**src/rtl/pipelined_addsub.sv**
```systemverilog
// rtl/pipelined_addsub.sv - pipelined two's-complement adder/subtractor with valid/ready handshake
// Optional PIPELINED_ADDSUB_SAT_EN clamps the result on signed overflow in the final stage.
module pipelined_addsub #(
    parameter int WIDTH  = 33,
    parameter int STAGES = 3
) (
    input  logic             clk,
    input  logic             rst,
    input  logic             in_valid,
    output logic             in_ready,
    input  logic [WIDTH-1:0] a,
    input  logic [WIDTH-1:0] b,
    input  logic             cin,
    input  logic             sub,
    output logic             out_valid,
    input  logic             out_ready,
    output logic [WIDTH-1:0] sum,
    output logic             cout,
    output logic             overflow,
    output logic             zero
);
    localparam int SEG = (WIDTH + STAGES - 1) / STAGES;

    logic [STAGES-1:0] v;
    logic [STAGES-1:0] adv;

    // A stage advances when its successor is empty or itself advancing; the last stage drains on out_ready.
    always_comb begin
        adv = '0;
        adv[STAGES-1] = v[STAGES-1] & out_ready;
        for (int k = STAGES - 2; k >= 0; k--) begin
            adv[k] = v[k] & (~v[k+1] | adv[k+1]);
        end
    end

    assign in_ready  = ~v[0] | adv[0];
    assign out_valid = v[STAGES-1];

    for (genvar k = 0; k < STAGES; k++) begin : g_stage
        localparam int LO = k * SEG;
        localparam int HI = ((k + 1) * SEG < WIDTH) ? (k + 1) * SEG - 1 : WIDTH - 1;

        logic [WIDTH-1:0] ia;
        logic [WIDTH-1:0] ib;
        logic [WIDTH-1:0] is;
        logic [WIDTH-1:0] ns;
        logic             ic;
        logic             nc;
        logic             ld;
        logic             vr;

        if (k == 0) begin : g_first
            assign ia = a;
            assign ib = sub ? ~b : b;
            assign is = '0;
            assign ic = cin ^ sub;
            assign ld = in_valid & in_ready;
        end else begin : g_next
            assign ia = g_stage[k-1].g_reg.ra;
            assign ib = g_stage[k-1].g_reg.rb;
            assign is = g_stage[k-1].g_reg.rs;
            assign ic = g_stage[k-1].g_reg.rc;
            assign ld = adv[k-1];
        end

        if (LO >= WIDTH) begin : g_empty
            assign ns = is;
            assign nc = ic;
        end else begin : g_add
            // Operands are masked to this segment; the carry-in is injected at its lowest bit.
            localparam logic [WIDTH-1:0] M  = ({WIDTH{1'b1}} >> (WIDTH - 1 - HI)) & ({WIDTH{1'b1}} << LO);
            localparam logic [WIDTH:0]   CI = {{WIDTH{1'b0}}, 1'b1} << LO;
            logic [WIDTH:0] t;
            assign t  = {1'b0, ia & M} + {1'b0, ib & M} + (ic ? CI : '0);
            assign ns = (is & ~M) | WIDTH'(t & {1'b0, M});
            assign nc = t[HI+1];
        end

        always_ff @(posedge clk or posedge rst) begin
            if (rst) begin
                vr <= 1'b0;
            end else begin
                vr <= ld | (vr & ~adv[k]);
            end
        end
        assign v[k] = vr;

        if (k < STAGES - 1) begin : g_reg
            logic [WIDTH-1:0] ra;
            logic [WIDTH-1:0] rb;
            logic [WIDTH-1:0] rs;
            logic             rc;
            always_ff @(posedge clk or posedge rst) begin
                if (rst) begin
                    ra <= '0;
                    rb <= '0;
                    rs <= '0;
                    rc <= 1'b0;
                end else if (ld) begin
                    ra <= ia;
                    rb <= ib;
                    rs <= ns;
                    rc <= nc;
                end
            end
        end else begin : g_out
            logic [WIDTH-1:0] fs;
            logic             fo;
            logic [WIDTH-1:0] sum_r;
            logic             cout_r;
            logic             ovf_r;
            logic             zero_r;

            // Carry into the MSB is recovered from the MSB sum bit and its operands.
            assign fo = ia[WIDTH-1] ^ ib[WIDTH-1] ^ ns[WIDTH-1] ^ nc;
`ifdef PIPELINED_ADDSUB_SAT_EN
            assign fs = fo ? {~ns[WIDTH-1], {(WIDTH-1){ns[WIDTH-1]}}} : ns;
`else
            assign fs = ns;
`endif
            always_ff @(posedge clk or posedge rst) begin
                if (rst) begin
                    sum_r  <= '0;
                    cout_r <= 1'b0;
                    ovf_r  <= 1'b0;
                    zero_r <= 1'b0;
                end else if (ld) begin
                    sum_r  <= fs;
                    cout_r <= nc;
                    ovf_r  <= fo;
                    zero_r <= (fs == '0);
                end
            end

            assign sum      = sum_r;
            assign cout     = cout_r;
            assign overflow = ovf_r;
            assign zero     = zero_r;
        end
    end
endmodule

```
**config.mk**
```make
export PLATFORM = sky130hd
export DESIGN_NAME = pipelined_addsub
export DESIGN_NICKNAME = d
export VERILOG_FILES = /design/src/rtl/pipelined_addsub.sv
export SDC_FILE = /design/constraint.sdc
export NUM_CORES = 1
export LEC_CHECK = 0
export ABC_AREA = 1
export CAP_MARGIN = 40
export CORE_MARGIN = 2
export CORE_UTILIZATION = 40
export DETAILED_ROUTE_END_ITERATION = 7
export GPL_TIMING_DRIVEN = 0
export SKIP_CTS_REPAIR_TIMING = 1
export SYNTH_ARGS = -nofsm -noshare
export SYNTH_HDL_FRONTEND = slang
export SYNTH_SLANG_ARGS = --single-unit
```
**constraint.sdc**
```tcl
create_clock -name clk -period 5.6 [get_ports clk]
set_input_delay 1.12 -clock clk [delete_from_list [all_inputs] [get_ports clk]]
set_output_delay 1.12 -clock clk [all_outputs]
set_load 0.02 [all_outputs]
```
Word-level counts from Yosys, hierarchy flattened
Cells that the tools add are included.

Logic and storage cells: 52. Output and inout port bits: 38. Register bits: 206. Bits of input ports: 72.

Muxes and demuxes: 4. Bitwise operators: 26. Add/subtract/negate cells: 6. Reduce and logical (&&, ||, !) cells: 1.

Operators by type and width (count): adder 33 x 33 -> 34 bit (1); adder 34 x 23 -> 34 bit (1); logical NOT 33 bit (1); two-way mux 33 bit (1); NOT 33 bit (1); bitwise OR 22 x 33 -> 33 bit (1); adder 22 x 22 -> 23 bit (1); adder 23 x 12 -> 23 bit (1); two-way mux 23 bit (1); bitwise OR 11 x 22 -> 22 bit (1); adder 11 x 11 -> 12 bit (1); adder 12 x 1 -> 12 bit (1); two-way mux 12 bit (1); AND 1 bit (7); NOT 1 bit (6); bitwise OR 1 bit (6); XOR 1 bit (4); two-way mux 1 bit (1).

Longest topological paths before layout
Gate-level depths: netlist of run 1.

Word-level depth: 8. Gate-level depth with buffers: 17. Gate-level depth less buffers: 17.

Worst setup path before layout of run 1
OpenSTA, ideal clock, no wires.

Path type: input port to flip-flop. Start: input port sub. End: register g_stage[0].g_reg.rs[8]. Data required time: 5474 ps. Stages on the path: 12. Path slack: 2377 ps. Setup time: 126 ps. Data arrival time: 3097 ps. Path through: buf_2 > buf_2 > xnor2_1 > fa_1 > fa_1 > inv_1 > nand3_1 > nand2_1 > nand2_1 > o211ai_1 > xnor2_1 > o21ai_0.

Cells in the longest elaborated chain, start to end: 3. Elaborated cells on any way between the ends: 5. Those cells by class: add/sub: 2; mux: 2; bitwise: 1.

Ends and longest elaborated chain: start, declared (line 14) `input logic sub,`; two-way mux 33 bit / XOR 1 bit (equally long branches) (line 54, 56); adder 11 x 11 -> 12 bit / two-way mux 1 bit (equally long branches) (line 74) `assign t = {1'b0, ia & M} + {1'b0, ib & M} + (ic ? CI : '0);`; adder 12 x 1 -> 12 bit (*) (line 74); end signal, assigned (line 102) `rs <= ns;`; end, declared (line 91) `logic [WIDTH-1:0] rs;`.

Mark *: on every way between the ends. The rest lies on a longest branch, timed or not. A chain may end at the register's enable or synchronous reset.

Worst setup path after layout of run 1
Start: input port out_ready. End: output port in_ready.

Cells in the longest elaborated chain, start to end: 6.

Ends and longest elaborated chain: start, declared (line 16) `input logic out_ready,`; AND 1 bit (line 30) `adv[STAGES-1] = v[STAGES-1] & out_ready;`; bitwise OR 1 bit (line 32) `adv[k] = v[k] & (~v[k+1] | adv[k+1]);`; AND 1 bit (line 32); bitwise OR 1 bit (line 32); AND 1 bit (line 32); bitwise OR 1 bit (line 36) `assign in_ready = ~v[0] | adv[0];`; end, declared (line 10) `output logic in_ready,`.

Every way passes these cells.

==> run metrics, run 1 <==
outcome finished with violations; failing checks DRC; grt total ovfl 0; Core ar. 18100 um^2; Sw Pwr 1.44 mW; global-route wire length before repair 29400 um; PortBufs 108; drt initial violations 360; Setup-failing EPs final 0; #FFs+latches synth 140; Fmax 0.274 GHz; Worst-path clk slew 60 ps; most common cell after layout, fill and taps aside nand2_1; Slew Viols, Final 0; Max-Cap Viols 0; H-tree depth 4; largest net degree at the start of global routing 85; Hold Crit Class register to register; fillcell total 1731; worst-case vdd ir drop 195 uV; Root Buffer clkbuf_16; sequential share of the synthesized area 47.3%; Crit Path Max Fanout 3; Nets 1115; worst endpoint data arrival time 2520 ps; die width 140 um; Clock Tree Buf Depth 2; Flop pwr share 37.0%; number of iterations in the first detailed-routing pass 7; DIE HEIGHT 140 um; area grow syn2layout 26.3%; wire per inst 14.1 um; initial antenna violation count 0; Tot GR Track Use 18.8%; most frequent cells in the layout 271 x nand2_1, 140 x dfrtp_1, 108 x clkdlybuf4s50_1; Slew HR 64.4%; CTS tree built; Syn Nets 987; vias in the first global route 5786; clock period minus worst slack 3640 ps; Via density 4.80; WHS 479 ps; clk_lat worst skew 420 ps; ANT cells 0; clk sink count 140; layout cell share with drive strength beyond 1 8.31%; Internal Power 2.51 mW; via count 5892; FFs w/ async S/R, synth 100%; Starting Density 41.0%; power share of the combinational group 36.4%; top_reg_cell synth dfrtp_1; average size of a mapped cell 8.63 um^2; DRC Markers 12; I/O pin total 110; Routed WL 17300 um; Net Sw Frac 36.4%; Netlist cell types 41; Tcrit/Tclk final 65.1%; HPWL Detailed 13500 um; Setup CP Type primary input to output port; CP Capture Type output port; EDFF count, synth 0; Die ar. 19600 um^2; leakage power figure 4.53 nW; Cell Pwr Density 422 nW/um^2; RePlAce Congestion 0.879; Clk pwr share 26.6%; Synth Cell Area 7410 um^2; Tot Pwr 3.95 mW; Synth Warn # 0; Worst Setup Start Kind primary input; WP data required 4480 ps; CTS Buf Count 17; Mapped Cells 859; Final Hold Fails 0; Slew @ Worst Pin 534 ps; FP Rows 49; post-route cell area 9360 um^2; post-placement cell area 8810 um^2; unrepaired setup endpoints after global routing false; final core utilization 51.8%; Fin Clk Skew 7.94 ps; ANT nets after route 0
-- cell type report --
cell class	instances	area [um^2]	area share (%)
clock inverter	12	115	1.23
clock buffer	19	433	4.63
timing repair buffer	109	1110	11.8
buffer	31	179	1.91
inverter	76	290	3.10
tap	229	287	3.06
multi-input combinational	612	3440	36.8
sequential	140	3500	37.4
-- cells by family after synthesis --
family          synth area share [%]
compound gates                  10.6
xor+xnor                        5.32
fa+ha+maj                       10.1
buf+inv                         6.26
flops                           47.3
simple gates                    20.5
-- stage by stage --
stage,setup TNS [ps],setup slack (ps),instances
2_1_floorplan,0,727,859
3_3_place_gp,-177500,-1280,1196
3_5_place_dp,0,1940,1197
4_1_cts,0,1930,1228
5_1_grt,0,1880,1228
6_report,0,1960,1228
-- sequential cells by signal, summed over array words and instances, names as in the netlist, 2 cells and up --
signal            flops
g_stage.g_reg.rc      2
g_stage.vr            2
g_stage.g_reg.rs     33
g_stage.g_reg.rb     33
sum                  33
g_stage.g_reg.ra     33
-- power by group through the flow --
| stage | logic [mW] | registers, mW | clock network [mW] |
|---|---|---|---|
| 2_1_floorplan | 0.807 | 1.56 | 0 |
| 3_3_place_gp | 1.42 | 1.47 | 0 |
| 3_5_place_dp | 1.44 | 1.48 | 0 |
| 4_1_cts | 1.45 | 1.46 | 1.07 |
| 5_1_grt | 1.63 | 1.50 | 1.12 |
| 6_report | 1.44 | 1.46 | 1.05 |
-- layer usage --
layer  global-route usage, %  vias up  wire, um  share of wire, %
li1                        -     3039         -                 -
met1                    27.5     2705      8930                52
met2                    29.1      129      7510                43
met3                    3.04       19       661               3.8
met4                    5.58        0       222               1.3
met5                       0        -         0                 0
-- synthesized netlist by cell type (2+ instances only) --
master	instances	share of area [%]
nor2_4	2	0.30
nand4_1	7	0.59
o211ai_1	2	0.20
ha_1	50	8.4
buf_4	5	0.51
buf_6	2	0.30
o21ai_1	8	0.54
clkbuf_1	7	0.35
nand2_2	8	0.68
buf_2	15	1.0
a31oi_1	4	0.34
o2111ai_1	2	0.24
dfrtp_1	140	47
a21oi_2	3	0.35
nand3b_1	2	0.20
xnor2_1	27	3.2
nand3_1	23	1.6
fa_1	6	1.6
inv_1	73	3.7
or2_2	6	0.51
inv_2	3	0.15
nor4_1	3	0.25
o21bai_1	3	0.30
o21ai_0	98	6.6
nor2_1	31	1.6
nand3_2	2	0.27
nor3_1	6	0.41
xor2_1	18	2.1
o21ai_2	2	0.24
a21oi_1	20	1.4
nand2_1	271	14
-- worst max-delay path, cell delays in order --
cell,delay [ps]
clkdlybuf4s50_1,450
inv_1,40
nand2_1,120
nor2_2,80
nand2_1,110
clkdlybuf4s50_1,610
-- final timing paths --
path	endpoint	depth (start not counted)	slack [ps]	startpoint
setup / recovery	in_ready	6	1960	out_ready
hold / removal	g_stage[1].g_reg.rb[26]	2	480	g_stage[0].g_reg.rb[26]
setup reg to reg	zero	14	3110	g_stage[1].g_reg.ra[22]
hold reg to reg	g_stage[1].g_reg.rb[26]	2	480	g_stage[0].g_reg.rb[26]
max in group asynchronous	g_stage[0].g_reg.ra[25]	3	3670	rst
min in group asynchronous	sum[19]	2	1140	rst
(Power assumes the default switching activity.)
==> run 2: changes to the inputs <==
Clock period 5.6 ns to 3.8 ns, I/O delays scaled along.
==> run metrics, run 2 (synthesized netlist as in run 1, its figures left out) <==
Core ar. 18100 um^2 (unchanged); clock period minus worst slack 2940 ps; Slew HR 60.3% (-4.2 points); Setup CP Type primary input to output port; CP peak stage delay 620 ps (about the same); leakage power figure 4.58 nW (+1.0%); Routed WL 17400 um (+0.42%); area grow syn2layout 27.3%; Clock Tree Buf Depth 2 (unchanged); CP Capture Type output port; Cell Pwr Density 621 nW/um^2 (+47%); Final Hold Fails 0 (unchanged); hold path depth 2 (unchanged); WP data required 3040 ps (-1440 ps); Setup WS pre-CTS 639 ps (-1300 ps); Root Buffer clkbuf_16; Setup-failing EPs final 0 (unchanged); worst endpoint data arrival time 2180 ps (-340 ps); DIE HEIGHT 140 um (unchanged); unrepaired setup endpoints after global routing false; final core utilization 52.2% (+0.44 points); Crit path max-delay family buffers and inverters; ANT cells 0 (unchanged); die width 140 um (unchanged); Worst-path clk slew 60 ps (about the same); crit path launch out_ready; clk_lat worst skew 420 ps (about the same); number of iterations in the first detailed-routing pass 7 (unchanged); ANT nets after route 0 (unchanged); wire per inst 14.1 um (about the same); PortBufs 108 (unchanged); global-route wire length before repair 29400 um (about the same); Slew @ Worst Pin 595 ps (+61.3 ps); Reg-to-Reg End g_stage[1].g_reg.rs[20]; Tcrit/Tclk final 77.3%; H-tree depth 4 (unchanged); I/O pin total 110 (unchanged); post-route cell area 9440 um^2 (+0.84%); R2R Path Start g_stage[0].g_reg.rb[11]; DRC Markers 11 (-1); Worst Hold Launch g_stage[0].g_reg.rb[28]; slowest CP cell clkdlybuf4s50_1; Via density 4.82 (+0.50%); via count 5941 (+0.83%); Max-Cap Viols 0 (unchanged); crit path setup slack, layout 864 ps (-1090 ps); Tot GR Track Use 18.8% (-0.038 points); largest net degree at the start of global routing 37 (-56%); post-placement cell area 8870 um^2 (+0.67%); drt initial violations 425 (+18%); worst-path cell chain clkdlybuf4s50_1 > inv_1 > nand2_1 > nor2_2 > nand2_1 > clkdlybuf4s50_1; Hold Crit Class register to register; reg2reg setup slack 1380 ps (-1730 ps); hold worst-path end g_stage[1].g_reg.rb[28]; most common cell after layout, fill and taps aside nand2_1; worst reg2reg path depth 12 (-2); Die ar. 19600 um^2 (unchanged); Crit Path Max Fanout 3 (unchanged); HPWL Detailed 13900 um (+2.4%); CTS Buf Count 17 (unchanged); outcome finished with violations; Fin Clk Skew 9.50 ps (+1.55 ps); clk sink count 140 (unchanged); critical path buffer and inverter count 3 (unchanged); WHS 473 ps (-6.15 ps); grt total ovfl 0 (unchanged); vias in the first global route 5812 (+0.45%); Worst Setup Start Kind primary input; Fmax 0.341 GHz; Starting Density 41.0% (unchanged); CTS tree built; Nets 1118 (+0.27%); layout cell share with drive strength beyond 1 8.87% (+0.57 points); fillcell total 1747 (+0.92%); initial antenna violation count 0 (unchanged); most frequent cells in the layout 271 x nand2_1, 140 x dfrtp_1, 108 x clkdlybuf4s50_1; Slew Viols, Final 0 (unchanged); failing checks DRC; worst-case vdd ir drop 361 uV (+85%); RePlAce Congestion 0.897 (+2.0%); FP Rows 49 (unchanged)
==> run 2: cell count changes in the layout (fill, tap and decap cells not counted), sizes merged <==
cell      change
clkinv        +5
clkinvlp      -1
inv           -3
buf           +3
==> run 2: worst max-delay path by stage <==
stage                                   to  slack (ps)  cells after the start
floorplan           g_stage[0].g_reg.rs[8]         940                     12
global placement             g_stage[0].vr          -8                      2
detailed placement  g_stage[0].g_reg.rs[8]         640                     12
CTS                               in_ready         850                      6
global route                      in_ready         790                      6
finish                            in_ready         860                      6
==> run 2: cell type report <==
class	instances	area, um^2	share of cell area [%]
plain buffers	31	179	1.90
repair buffers	112	1170	12.4
multi-input cells	612	3440	36.5
inverters	76	289	3.06
well taps	229	287	3.04
clock inverters	13	115	1.22
clock buffers	19	453	4.80
flip-flops and latches	140	3500	37.1
==> run 2: where the power goes <==
part           internal [mW]  switching [mW]  total [mW]
registers               1.90           0.255        2.16
logic                  0.904            1.22        2.12
clock network          0.936           0.644        1.58
==> run 2: worst reg2reg max path: cells and delay by family (launching register included) <==
family,cells,cell delay [ps]
flip-flops,1,370
AO/OA/AOI/OAI,5,690
adder cells (fa/ha/maj),3,910
buffers and inverters,2,150
AND/OR/NAND/NOR,2,170
==> run 2: through the flow <==
stage	TNS (ps)	power [mW]	instances
6_report	0	5.86	1232
5_1_grt	0	6.30	1232
4_1_cts	0	5.91	1232
3_5_place_dp	0	4.31	1200
3_3_place_gp	-425	4.26	1196
2_1_floorplan	0	3.49	859
==> run 2: per-layer routing <==
layer,track usage (%),part of all wire [%]
met5,0,0
met2,29.0,44
met4,5.48,1.1
met1,27.3,51
met3,3.32,4.2
